$ cat config.mk
export PLATFORM = sky130hd
export DESIGN_NAME = div_seq
export DESIGN_NICKNAME = d
export VERILOG_FILES = /design/src/rtl/div_pkg.sv /design/src/rtl/div_step.sv /design/src/rtl/div_seq.sv
export SDC_FILE = /design/constraint.sdc
export NUM_CORES = 1
export LEC_CHECK = 0
export BUFFER_PORTS_ARGS = -buffer_cell sky130_fd_sc_hd__clkbuf_2
export CELL_PAD_IN_SITES_DETAIL_PLACEMENT = 1
export CELL_PAD_IN_SITES_GLOBAL_PLACEMENT = 1
export CORE_MARGIN = 4
export CORE_UTILIZATION = 39
export DETAILED_ROUTE_END_ITERATION = 10
export HOLD_SLACK_MARGIN = 0.03
export PLACE_DENSITY = 0.83
export SYNTH_ARGS = -nofsm -noshare
export SYNTH_HDL_FRONTEND = slang
export SYNTH_HIERARCHICAL = 1
export SYNTH_SLANG_ARGS = --single-unit
$ cat constraint.sdc
create_clock -name Clk -period 1.9 [get_ports Clk]
set_input_delay 0.19 -clock Clk [delete_from_list [all_inputs] [get_ports Clk]]
set_output_delay 0.19 -clock Clk [all_outputs]
set_load 0.01 [all_outputs]
$ cat src/rtl/div_pkg.sv
// rtl/div_pkg.sv - shared state type and sizing helpers for the sequential divider
package div_pkg;

  localparam int DIV_WIDTH = 8;

  typedef enum logic [2:0] {
    IDLE,
    SETUP,
    ITER,
    FIXUP,
    DONE
  } div_state_e;

  function automatic int div_cnt_width(input int width);
    return $clog2(width + 1);
  endfunction

endpackage

$ cat src/rtl/div_step.sv
// rtl/div_step.sv - one restoring-division step: shift in a bit, trial-subtract the divisor
module div_step
  import div_pkg::*;
#(
  parameter int WIDTH = DIV_WIDTH
) (
  input  logic [WIDTH:0]   p_in,
  input  logic [WIDTH-1:0] m,
  input  logic             bit_in,
  output logic [WIDTH:0]   p_out,
  output logic             q_bit,
  output logic             borrow
);

  logic [WIDTH:0]   shifted;
  logic [WIDTH+1:0] diff;
  logic             unused_p_msb;

  // P stays below M, so its top bit is always clear before the shift
  assign unused_p_msb = p_in[WIDTH];

  always_comb begin
    shifted = {p_in[WIDTH-1:0], bit_in};
    diff    = {1'b0, shifted} - {2'b00, m};
    borrow  = diff[WIDTH+1];
    q_bit   = ~borrow;
    p_out   = borrow ? shifted : diff[WIDTH:0];
  end

endmodule

$ cat src/rtl/div_seq.sv
// rtl/div_seq.sv - sequential restoring divider; define DIV_SIGNED_EN for two's complement operands
module div_seq
  import div_pkg::*;
#(
  parameter int WIDTH = DIV_WIDTH
) (
  input  logic             Clk,
  input  logic             Reset,
  input  logic             LoadDivisor,
  input  logic             Run,
  input  logic [WIDTH-1:0] S,
  output logic [WIDTH-1:0] Quotient,
  output logic [WIDTH-1:0] Remainder,
  output logic [WIDTH-1:0] Divisor,
  output logic             Busy,
  output logic             Done,
  output logic             DivZero
);

  localparam int CW = div_cnt_width(WIDTH);

  div_state_e       state_q, state_d;
  logic [WIDTH-1:0] divisor_q, divisor_d;
  logic [WIDTH-1:0] dividend_q, dividend_d;
  logic [WIDTH-1:0] qm_q, qm_d;
  logic [WIDTH-1:0] m_q, m_d;
  logic [WIDTH-1:0] quot_q, quot_d;
  logic [WIDTH-1:0] rem_q, rem_d;
  logic [WIDTH:0]   p_q, p_d;
  logic [CW-1:0]    count_q, count_d;
  logic             qneg_q, qneg_d;
  logic             rneg_q, rneg_d;
  logic             div_zero_q, div_zero_d;

  logic [WIDTH:0]   step_p;
  logic             step_q;
  logic             step_borrow_unused;

  div_step #(.WIDTH(WIDTH)) u_step (
    .p_in   (p_q),
    .m      (m_q),
    .bit_in (qm_q[WIDTH-1]),
    .p_out  (step_p),
    .q_bit  (step_q),
    .borrow (step_borrow_unused)
  );

  always_comb begin
    state_d    = state_q;
    divisor_d  = divisor_q;
    dividend_d = dividend_q;
    qm_d       = qm_q;
    m_d        = m_q;
    quot_d     = quot_q;
    rem_d      = rem_q;
    p_d        = p_q;
    count_d    = count_q;
    qneg_d     = qneg_q;
    rneg_d     = rneg_q;
    div_zero_d = div_zero_q;
    case (state_q)
      IDLE: begin
        // divisor load lands before SETUP reads it, so a joint strobe divides S by itself
        if (LoadDivisor) divisor_d = S;
        if (Run) begin
          dividend_d = S;
          state_d    = SETUP;
        end
      end
      SETUP: begin
`ifdef DIV_SIGNED_EN
        qm_d   = dividend_q[WIDTH-1] ? -dividend_q : dividend_q;
        m_d    = divisor_q[WIDTH-1] ? -divisor_q : divisor_q;
        qneg_d = dividend_q[WIDTH-1] ^ divisor_q[WIDTH-1];
        rneg_d = dividend_q[WIDTH-1];
`else
        qm_d   = dividend_q;
        m_d    = divisor_q;
        qneg_d = 1'b0;
        rneg_d = 1'b0;
`endif
        p_d        = '0;
        count_d    = CW'(WIDTH);
        div_zero_d = (divisor_q == '0);
        state_d    = ITER;
      end
      ITER: begin
        p_d     = step_p;
        qm_d    = {qm_q[WIDTH-2:0], step_q};
        count_d = count_q - CW'(1);
        if (count_q == CW'(1)) state_d = FIXUP;
      end
      FIXUP: begin
        if (div_zero_q) begin
          quot_d = '1;
          rem_d  = dividend_q;
        end else begin
          quot_d = qneg_q ? -qm_q : qm_q;
          rem_d  = rneg_q ? -p_q[WIDTH-1:0] : p_q[WIDTH-1:0];
        end
        state_d = DONE;
      end
      DONE: begin
        if (LoadDivisor) divisor_d = S;
        if (!Run) state_d = IDLE;
      end
      default: state_d = IDLE;
    endcase
  end

  always_ff @(posedge Clk) begin
    if (Reset) begin
      state_q    <= IDLE;
      divisor_q  <= '0;
      dividend_q <= '0;
      qm_q       <= '0;
      m_q        <= '0;
      quot_q     <= '0;
      rem_q      <= '0;
      p_q        <= '0;
      count_q    <= '0;
      qneg_q     <= 1'b0;
      rneg_q     <= 1'b0;
      div_zero_q <= 1'b0;
    end else begin
      state_q    <= state_d;
      divisor_q  <= divisor_d;
      dividend_q <= dividend_d;
      qm_q       <= qm_d;
      m_q        <= m_d;
      quot_q     <= quot_d;
      rem_q      <= rem_d;
      p_q        <= p_d;
      count_q    <= count_d;
      qneg_q     <= qneg_d;
      rneg_q     <= rneg_d;
      div_zero_q <= div_zero_d;
    end
  end

  assign Quotient  = quot_q;
  assign Remainder = rem_q;
  assign Divisor   = divisor_q;
  assign DivZero   = div_zero_q;
  assign Busy      = (state_q == SETUP) || (state_q == ITER) || (state_q == FIXUP);
  assign Done      = (state_q == DONE);

endmodule

## Yosys cells after proc, flatten, opt, wreduce, memory -nomap -nowiden

Cells that the tools add are included.
W data, S select, Z words.

- Bits in registers: 64
- Logic and storage cells: 40
- Output and inout port bits: 27
- Input port bits: 12

- Bitwise gates (word level): 1
- Mux-type cells: 10
- Add/sub/neg operators: 2
- Equality and inequality tests: 8
- Reduce and logical (&&, ||, !) cells: 9

Operator list:

| operator | count |
|---|---|
| $pmux W8 S2 | 2 |
| $mux W8 | 3 |
| $pmux W3 S5 | 1 |
| $sub A9 B8 Y10 | 1 |
| $mux W3 | 3 |
| $logic_not A8 Y1 | 1 |
| $pmux W4 S2 | 1 |
| $eq A3 B2 Y1 const B | 2 |
| $ne A2 B2 Y1 const B | 3 |
| $eq A4 B1 Y1 const B | 1 |
| $reduce_and A2 Y1 | 2 |
| $sub A4 B1 Y4 const B | 1 |
| $eq A3 B1 Y1 const B | 1 |
| $eq A3 B3 Y1 const B | 1 |
| $logic_not A3 Y1 | 1 |
| $reduce_and A3 Y1 | 1 |
| $logic_or A1 B1 Y1 | 2 |
| $reduce_bool A2 Y1 | 1 |
| $reduce_or A2 Y1 | 1 |
| $not A1 Y1 | 1 |

## Depth between registers and ports, before layout

Gate-level depths: netlist of the first run.

- Depth in word-level cells: 3
- Mapped depth: 9
- Mapped depth without buffers: 9

## By module

Netlist of the first run, hierarchy kept.

Modules (own cells, without submodules):

| module | cells an instance | instances | area an instance (um^2) |
|---|---|---|---|
| div_seq | 281 | 1 | 2,581.2 |
| div_step | 67 | 1 | 506.7 |

## Least setup slack after synthesis of the first run

OpenSTA, ideal clock, no wires.

- Kind: reg2reg
- Start point: register m_q[1]
- End point: register p_q[2]
- Arrival time: 2.020 ns
- Cell stages (with the launch flop): 9
- Period minus slack after synthesis: 2.137 ns
- Library setup time: 0.117 ns
- Path buffers: 0
- Setup slack: -0.237 ns
- Data required time: 1.783 ns
- Cell sequence: dfxtp_1 -> inv_1 -> ha_1 -> nor2b_1 -> o2111ai_1 -> nand2_2 -> a41oi_4 -> mux2_2 -> a22o_1

- Cells in the longest elaborated chain, start to end: 3

Ends and longest elaborated chain:

| what | line | source |
|---|---|---|
| start: declaration | div_seq.sv:26 | `logic [WIDTH-1:0] m_q, m_d;` |
| start signal: assignment | div_seq.sv:130 | `m_q <= m_d;` |
| $sub A9 B8 Y10 | div_step.sv:24 | `diff = {1'b0, shifted} - {2'b00, m};` |
| named net step_borrow_unused | div_seq.sv:37 | `logic step_borrow_unused;` |
| $mux W8 | div_step.sv:27 | `p_out = borrow ? shifted : diff[WIDTH:0];` |
| named net step_p[2] | div_seq.sv:35 | `logic [WIDTH:0] step_p;` |
| $pmux W8 S2 | div_seq.sv:61 | `case (state_q)` |
| end signal: assignment | div_seq.sv:133 | `p_q <= p_d;` |
| end: declaration | div_seq.sv:29 | `logic [WIDTH:0] p_q, p_d;` |

The timed path passes the listed nets, and every way through them passes these cells.
A chain may end at the register's enable or synchronous reset.

## Worst setup path in the final report of the first run

- Start point: register qm_q[7]
- End point: register p_q[6]

- Cells in the longest elaborated chain, start to end: 3

Ends and longest elaborated chain:

| what | line | source |
|---|---|---|
| start: declaration | div_seq.sv:25 | `logic [WIDTH-1:0] qm_q, qm_d;` |
| start signal: assignment | div_seq.sv:129 | `qm_q <= qm_d;` |
| $sub A9 B8 Y10 | div_step.sv:24 |  |
| $mux W8 | div_step.sv:27 |  |
| named net step_p[6] | div_seq.sv:35 |  |
| $pmux W8 S2 | div_seq.sv:61 |  |

The timed path passes the listed nets, and every way through them passes these cells.

==> results of run 1 <==
==> power breakdown <==
| group | internal, mW | leakage (nW) | total, mW | switching [mW] |
|---|---|---|---|---|
| clock | 0.753 | 0.108 | 1.34 | 0.583 |
| sequential | 1.43 | 0.525 | 1.54 | 0.107 |
| combinational | 0.377 | 0.915 | 0.777 | 0.400 |
| total | 2.56 | 1.55 | 3.65 | 1.09 |
==> path summary, 6_finish.rpt <==
path,endpoint,slack (ps),cells past startpoint
worst min-delay path,dividend_q[1]$_SDFFE_PP0P_,80,3
worst max-delay path,p_q[6]$_SDFFE_PP0P_,-210,9
worst max register to register,p_q[6]$_SDFFE_PP0P_,-210,9
worst min register to register,m_q[7]$_SDFFE_PP0P_,480,2
==> through the flow <==
stage,setup TNS (ps),cells,cell area [um^2],utilization [%],hold WS (ps)
after floorplan,-288,339,3090,-,326
after global placement,-343,482,3530,48.0,442
after detailed placement,-961,482,3530,48.0,445
after CTS,-566,500,3810,51.7,73.5
after global routing,-1570,501,3870,52.5,110
final,-1100,501,3870,52.5,82.8
==> layout make-up <==
class	count	share of cell area [%]
clock inverters	7	2.68
well taps	99	3.20
clock buffers	9	3.20
repair buffers	71	12.2
multi-input cells	234	43.6
inverters	17	1.71
flip-flops and latches	64	33.4
==> worst max-delay path: cells and delay by family (launching register included) <==
family	cells	cell delay (ps)
muxes	2	490
buffers and inverters	1	50
and+or+nand+nor	2	220
AOI/OAI and AO/OA	2	360
adders and majority gates	2	530
DFF	1	340
==> flip-flops by register name, indices dropped and copies added (netlist names) <==
| register | count |
|---|---|
| DivZero | 1 |
| Divisor | 8 |
| dividend_q | 8 |
| state_q | 3 |
| p_q | 8 |
| count_q | 4 |
| Quotient | 8 |
| qm_q | 8 |
| Remainder | 8 |
| m_q | 8 |
==> what timing repair did <==
action | 4_1_cts | 5_1_grt
endpoints found under the setup margin | 8 | 9
pin swaps | 9 | 10
resized for setup | 7 | 15
setup buffers | 3 | 2
cloned | 0 | 0
==> metal layers <==
metal	track usage (%)	part of all wire, %	wire length, um
met1	25.9	45	3990
met2	33.6	50	4410
met3	3.67	3.5	312
met4	6.99	1.8	164
met5	0	0	0
==> flow_summary.ini, run 1 <==
[finish]
fillers = 871
multiInputGateArea_um2 = 1690
layout.nets = 420
regArea_um2 = 1290
syn_to_final_growth_pct = 28.1
final_common_cell = dfxtp_1
layout_common_cells = dfxtp_1 (56), nor2_1 (39), clkbuf_2 (38), buf_4 (29)
drive_gt1_share_pct = 31.3
n_antenna_cell = 0

[sta]
worstMarginPinSlew_ps = 547
fin_crit_sh_pct = 111
report.final.slew_viol_count = 0
max_freq_ghz = 0.473
slew-limit-headroom_pct = 63.5
finalHoldViolCount = 0
worst_slack_ps = -212
rsz0062_at_grt = yes
setup_viol = 8
finalClockSkew_ps = 7.07
layout_min_cycle_time_ps = 2110

[critical_path]
cp-startpoint = qm_q[7]$_SDFFE_PP0P_
cpPeakStageDelay_ps = 370
slowest_stage = fa_2
end_kind = flip-flop
crit_chain = inv_2 > ha_4 > fa_2 > nor2b_4 > o31a_1 > mux2i_1 > nand2_1 > mux2_4 > a22o_1
required_ps = 2140
critPathArrivalTime_ps = 2350
worstSetupPathType = reg -> reg
cp_max_fo = 2
r2r_start = qm_q[7]$_SDFFE_PP0P_
worst_setup_path_start_kind = flip-flop

[route]
wl_per_cell_um = 17.7
ant_nets = 0
drc_errors = 0
vias = 2737
dr.first_iter.drc_count = 128
drt-pass1-iter-count = 4
routed_via_density = 5.46
finalWirelength_mm = 8.88

[synthesis]
syn_area_um2 = 3020
ys.warnings.count = 6
syn_inst = 339
synth_nets = 362
avgSynthCellArea_um2 = 8.91

[run_status]
status = complete, but fails checks
violations = negative setup slack

[global_routing]
grt_pass1_wl_mm = 14.3
grt_max_degree = 34
antenna_found_initial = 0
grt.total_usage_pct = 20.1
grt_overflow = 0
grt_pass1_vias = 2839

[place]
gp_congestion = 0.825
port_buffers = 38
dp_worst_setup_slack_ps = -264
dpl.hpwl_mm = 6.17

[cts]
cts-buffers-inserted = 9
clock_path_buffers = 2
cts.htree.levels = 3
cts_tree = yes
cts.sinks = 64
cts-root-buf = clkbuf_8
clock_latency_ps = 350
cts-hold-fix-buffers = 0
clk_pin_slew_ps = 70

[power_and_ir_drop]
p_per_area_nw_per_um2 = 944
power_mw = 3.65
leakage_nw = 1.55
peakVddDrop_mv = 0.392

[job]
cap_violations = 0

[floorplan]
start_util_pct = 41.0
die_w_um = 96.0
dieArea_um2 = 9210
pin_count = 39
coreArea_um2 = 7370
rows = 31
die_y_um = 96.0

[hold_path]
hp-start = S[1]
min_path_type = in -> reg
(Power assumes the default switching activity.)
==> run 2, diff against run 1 <==
--- a/config.mk
+++ b/config.mk
@@ -5,14 +5,16 @@
 export SDC_FILE = /design/constraint.sdc
 export NUM_CORES = 1
 export LEC_CHECK = 0
+export ABC_AREA = 1
 export BUFFER_PORTS_ARGS = -buffer_cell sky130_fd_sc_hd__clkbuf_2
 export CELL_PAD_IN_SITES_DETAIL_PLACEMENT = 1
 export CELL_PAD_IN_SITES_GLOBAL_PLACEMENT = 1
 export CORE_MARGIN = 4
-export CORE_UTILIZATION = 39
+export CORE_UTILIZATION = 45
 export DETAILED_ROUTE_END_ITERATION = 10
 export HOLD_SLACK_MARGIN = 0.03
-export PLACE_DENSITY = 0.83
+export MAX_ROUTING_LAYER = met4
+export PLACE_DENSITY = 0.93
 export SYNTH_ARGS = -nofsm -noshare
 export SYNTH_HDL_FRONTEND = slang
 export SYNTH_HIERARCHICAL = 1
==> constraint.sdc (replaced) <==
create_clock -name Clk -period 2.6 [get_ports Clk]
set_input_delay 0.26 -clock Clk [delete_from_list [all_inputs] [get_ports Clk]]
set_output_delay 0.26 -clock Clk [all_outputs]
set_load 0.01 [all_outputs]
==> run 2 against run 1 <==
The flow now finishes without violations. Register-to-register slack improved by 800 ps. Critical path type unchanged. Final cell count grew 23%. First-iteration DRC count rose by 27%. Maximum frequency is 5.0% higher. Synthesized cell count rose by 44%.
==> flow_summary.ini, run 2 <==
[run_status]
status = finished clean

[floorplan]
rows = 30
dieArea_um2 = 8750
pin_count = 39
start_util_pct = 47.4
die_w_um = 93.5
die_y_um = 93.5
coreArea_um2 = 6940

[sta]
layout_min_cycle_time_ps = 2010
finalHoldViolCount = 0
report.final.slew_viol_count = 0
setup_viol = 0
worstMarginPinSlew_ps = 897
rsz0062_at_grt = no
slew-limit-headroom_pct = 40.1
fin_crit_sh_pct = 77.3
max_freq_ghz = 0.497
finalClockSkew_ps = 5.89
setup_tns_ps = 0
worst_slack_ps = 589

[global_routing]
grt_pass1_wl_mm = 16.4
grt_max_degree = 44
grt_overflow = 0
gr-usage-met2_pct = 41.0
gr-max-usage-layer = met2
grt_pass1_vias = 3395
grtUsageMet1_pct = 29.8
antenna_found_initial = 0
grt.total_usage_pct = 24.4
met3_usage_pct = 4.10

[cts]
cts_tree = yes
cts-root-buf = clkbuf_8
cts_setup_buffers = 0
cts-hold-fix-buffers = 0
ctsResizeCount = 0
cts.sinks = 64
clock_latency_ps = 340
clk_pin_slew_ps = 70
clock_path_buffers = 2
cts.htree.levels = 3
cts-buffers-inserted = 9

[critical_path]
required_ps = 2870
worst_setup_path_start_kind = flip-flop
cp_max_fo = 3
r2r_start = qm_q[7]$_SDFFE_PP0P_
path_buf_inv = 1
reg2reg_slack_ps = 590
crit_chain = inv_1 > ha_1 > fa_1 > o21ai_0 > nand2_1 > xnor2_1 > nand2_1 > nand2_1 > nand2_1 > a21oi_1
worstSetupPathType = reg -> reg
slowest_stage = fa_1
worstRegToRegCells = 10
cp_top_family = adder cells
end_kind = flip-flop
critPathMostFrequentCell = nand2_1
cpPeakStageDelay_ps = 440
r2r_end = p_q[4]$_SDFFE_PP0P_
critPathArrivalTime_ps = 2280

[hold_path]
min_path_type = in -> reg
hp-start = S[6]
hold_depth = 3
min_to = dividend_q[6]$_SDFFE_PP0P_

[synthesis]
syn_area_um2 = 3290
synth_nets = 510
avgSynthCellArea_um2 = 6.76
ys.warnings.count = 6
syn_inst = 487

[finish]
layout_common_cells = nand2_1 (124), dfxtp_1 (64), nor2_1 (58), inv_1 (56), a21oi_1 (42)
final_common_cell = nand2_1
syn_to_final_growth_pct = 10.8
n_antenna_cell = 0
regArea_um2 = 1280
layout.nets = 538
drive_gt1_share_pct = 14.5
fillers = 962
multiInputGateArea_um2 = 1650
post-route-cell-area_um2 = 3650

[place]
dpl.hpwl_mm = 6.80
dp_worst_setup_slack_ps = 673
gp_congestion = 0.870
port_buffers = 38
dpl-instance-area_um2 = 3490

[route]
vias = 3233
ant_nets = 0
drt-pass1-iter-count = 4
dr.first_iter.drc_count = 162
routed_via_density = 5.27
drc_errors = 0
wl_per_cell_um = 15.5
finalWirelength_mm = 9.50

[power_and_ir_drop]
leakage_nw = 1.63
p_per_area_nw_per_um2 = 775
peakVddDrop_mv = 0.465

[job]
cap_violations = 0
[run 2: area by class of cell]
cell class / instances / share of cell area (%)
Inverter: 61 / 6.27
Clock inverter: 4 / 0.617
Clock buffer: 10 / 3.77
Timing Repair Buffer: 41 / 5.83
Tap cell: 96 / 3.29
Multi-Input combinational cell: 338 / 45.1
Sequential cell: 64 / 35.1
[run 2: worst min-delay path, cell delays in order]
cell and delay (ps):
clkbuf_2 90, nand4_1 80, a21oi_1 60
[run 2: how the worst max path moves through the flow]
stage,slack [ps],end,depth (start not counted),startpoint
floorplan,930,p_q[4]$_SDFFE_PP0P_,10,qm_q[7]$_SDFFE_PP0P_
global placement,700,p_q[4]$_SDFFE_PP0P_,10,qm_q[7]$_SDFFE_PP0P_
detailed placement,670,p_q[4]$_SDFFE_PP0P_,10,qm_q[7]$_SDFFE_PP0P_
CTS,610,p_q[4]$_SDFFE_PP0P_,10,qm_q[7]$_SDFFE_PP0P_
global route,430,count_q[2]$_SDFFE_PP0P_,7,state_q[0]$_SDFFE_PP0P_
finish,590,p_q[4]$_SDFFE_PP0P_,10,qm_q[7]$_SDFFE_PP0P_
[run 2: power breakdown]
| part | leakage (nW) | switching (mW) | internal, mW | total, mW |
|---|---|---|---|---|
| Combinational | 1.02 | 0.607 | 0.280 | 0.887 |
| Clock | 0.0838 | 0.382 | 0.356 | 0.738 |
| Sequential | 0.521 | 0.126 | 1.08 | 1.20 |
| Total | 1.63 | 1.11 | 1.71 | 2.83 |
[run 2: per-stage QoR]
step	utilization [%]	instances	hold WS [ps]	power, mW
after floorplan	-	487	424	1.90
after global placement	50.3	600	453	2.04
after detailed placement	50.3	600	458	2.09
after CTS	52.6	614	190	2.84
after global routing	52.6	614	203	3.02
final	52.6	614	202	2.83
[run 2: per-layer routing]
metal  part of all wire [%]  up-vias
met3                    3.7       24
met4                    2.0        0
li1                       -     1604
met5                      0        -
met1                     44     1539
met2                     50       66
==> run 3, diff against run 2 <==
--- a/config.mk
+++ b/config.mk
@@ -10,11 +10,11 @@
 export CELL_PAD_IN_SITES_DETAIL_PLACEMENT = 1
 export CELL_PAD_IN_SITES_GLOBAL_PLACEMENT = 1
 export CORE_MARGIN = 4
-export CORE_UTILIZATION = 45
+export CORE_UTILIZATION = 37
 export DETAILED_ROUTE_END_ITERATION = 10
 export HOLD_SLACK_MARGIN = 0.03
 export MAX_ROUTING_LAYER = met4
-export PLACE_DENSITY = 0.93
+export PLACE_DENSITY = 0.83
 export SYNTH_ARGS = -nofsm -noshare
 export SYNTH_HDL_FRONTEND = slang
 export SYNTH_HIERARCHICAL = 1
==> constraint.sdc (replaced) <==
create_clock -name Clk -period 1.6 [get_ports Clk]
set_input_delay 0.16 -clock Clk [delete_from_list [all_inputs] [get_ports Clk]]
set_output_delay 0.16 -clock Clk [all_outputs]
set_load 0.01 [all_outputs]
==> run 3 against run 2 <==
The flow now finishes with violations (negative setup slack). Flip-flop and latch count unchanged. Global-route usage down 1.9 points. Non-clock buffer count up 39. Sequential share of layout area down 4.6 points. Worst setup slack worse by 730 ps. Count of clock-buffer cells in the layout up 3.
==> flow_summary.ini, run 3 (same netlist as run 2, synthesis figures left out) <==
[place]
dpl-instance-area_um2 = 3740
port_buffers = 38
placedCellCount = 643
dpl.hpwl_mm = 7.47
gp_congestion = 0.821

[finish]
final_common_cell = nand2_1
post-route-cell-area_um2 = 4260
drive_gt1_share_pct = 30.8
n_antenna_cell = 0
syn_to_final_growth_pct = 29.3
layout.nets = 578
layout_common_cells = nand2_1 (109), nor2_1 (55), dfxtp_1 (51), inv_1 (49), buf_4 (40)
final_cells = 667

[critical_path]
cp_top_family = adder cells
end_kind = flip-flop
crit_cells = 10
cp-startpoint = qm_q[7]$_SDFFE_PP0P_
crit_chain = inv_2 > ha_4 > fa_2 > o21ai_2 > nand2_1 > xnor2_1 > nand2_1 > nand2_1 > nand2_1 > a21oi_1
required_ps = 1880
cpPeakStageDelay_ps = 380
slowest_stage = fa_2
reg2reg_slack_ps = -150
critPathMostFrequentCell = nand2_1
critPathArrivalTime_ps = 2020
worstSetupPathType = reg -> reg
worstRegToRegCells = 10
cp_max_fo = 3
path_buf_inv = 1
r2r_start = qm_q[7]$_SDFFE_PP0P_
worst_setup_path_start_kind = flip-flop

[sta]
whs_ps = 99.9
worst_slack_ps = -146
max_freq_ghz = 0.573
slew-limit-headroom_pct = 58.1
setup_viol = 9
layout_min_cycle_time_ps = 1750
report.final.slew_viol_count = 0
worstMarginPinSlew_ps = 628
fin_crit_sh_pct = 109
rsz0062_at_grt = yes
finalHoldViolCount = 0
finalClockSkew_ps = 12.6

[hold_path]
min_path_type = in -> reg
hold_depth = 3
hp-start = S[2]

[cts]
clk_pin_slew_ps = 80
cts-hold-fix-buffers = 0
cts-root-buf = clkbuf_8
cts.htree.levels = 3
clock_path_buffers = 2
cts_tree = yes
cts.sinks = 64
cts-buffers-inserted = 9
clock_latency_ps = 340

[run_status]
status = complete, but fails checks
violations = negative setup slack

[global_routing]
grt_overflow = 0
antenna_found_initial = 0
grt_max_degree = 44
grt_pass1_vias = 3720
grt.total_usage_pct = 22.5
grt_pass1_wl_mm = 18.0

[floorplan]
die_y_um = 102
pin_count = 39
coreArea_um2 = 8680
dieArea_um2 = 10500
rows = 34
die_w_um = 102
start_util_pct = 37.9

[route]
dr.first_iter.drc_count = 92
ant_nets = 0
vias = 3505
routed_via_density = 5.25
wl_per_cell_um = 16.5
finalWirelength_mm = 11.0
drt-pass1-iter-count = 5
drc_errors = 0

[job]
cap_violations = 0

[power_and_ir_drop]
leakage_nw = 1.89
peakVddDrop_mv = 0.691
p_per_area_nw_per_um2 = 1250
## run 3: cell type report
class / count / area, um^2
clock inverter: 2 / 12.5
clock buffer: 13 / 179
fill: 1142 / 4420
sequential: 64 / 1300
multi-input combinational: 339 / 1890
timing repair buffer: 80 / 513
tap: 108 / 135
inverter: 61 / 231
## run 3: path summary, 6_finish.rpt
check                                                  end
worst min-delay path            dividend_q[2]$_SDFFE_PP0P_
worst min register to register   Remainder[3]$_SDFFE_PP0P_
worst max-delay path                   p_q[4]$_SDFFE_PP0P_
worst max register to register         p_q[4]$_SDFFE_PP0P_
## run 3: where the power goes
| part | internal (mW) | switching [mW] |
|---|---|---|
| Combinational | 0.779 | 1.24 |
| Clock | 0.722 | 0.638 |
| Sequential | 1.76 | 0.206 |
## run 3: worst min-delay path: cells and delay by family
family	cells	cell delay, ps
compound gates	1	60
simple gates	1	80
buf+inv	1	100
## run 3: through the flow
| stage | setup WS [ps] | TNS [ps] | total power, mW | utilization (%) |
|---|---|---|---|---|
| floorplan | 18.2 | 0 | 3.10 | - |
| global placement | -200 | -1530 | 3.49 | 43.1 |
| detailed placement | -316 | -2530 | 3.58 | 43.1 |
| CTS | -39.7 | -170 | 5.22 | 48.1 |
| global route | -241 | -1530 | 5.68 | 49.1 |
| finish | -146 | -600 | 5.34 | 49.1 |
## run 3: metal layers
metal / GRT usage (%) / vias to the layer above / share of wire, %
met1: 26.0 / 1715 / 42
met2: 38.9 / 78 / 53
met5: - / - / 0
li1: - / 1686 / -
met3: 3.62 / 26 / 3.0
met4: 8.68 / 0 / 2.8
## run 3: timing repair
action	CTS	global route
cloned	1	0
gates resized for setup	47	21
pin swaps	22	15
setup endpoints to repair	9	13
endpoints found under the hold margin	0	0
buffers inserted	6	2
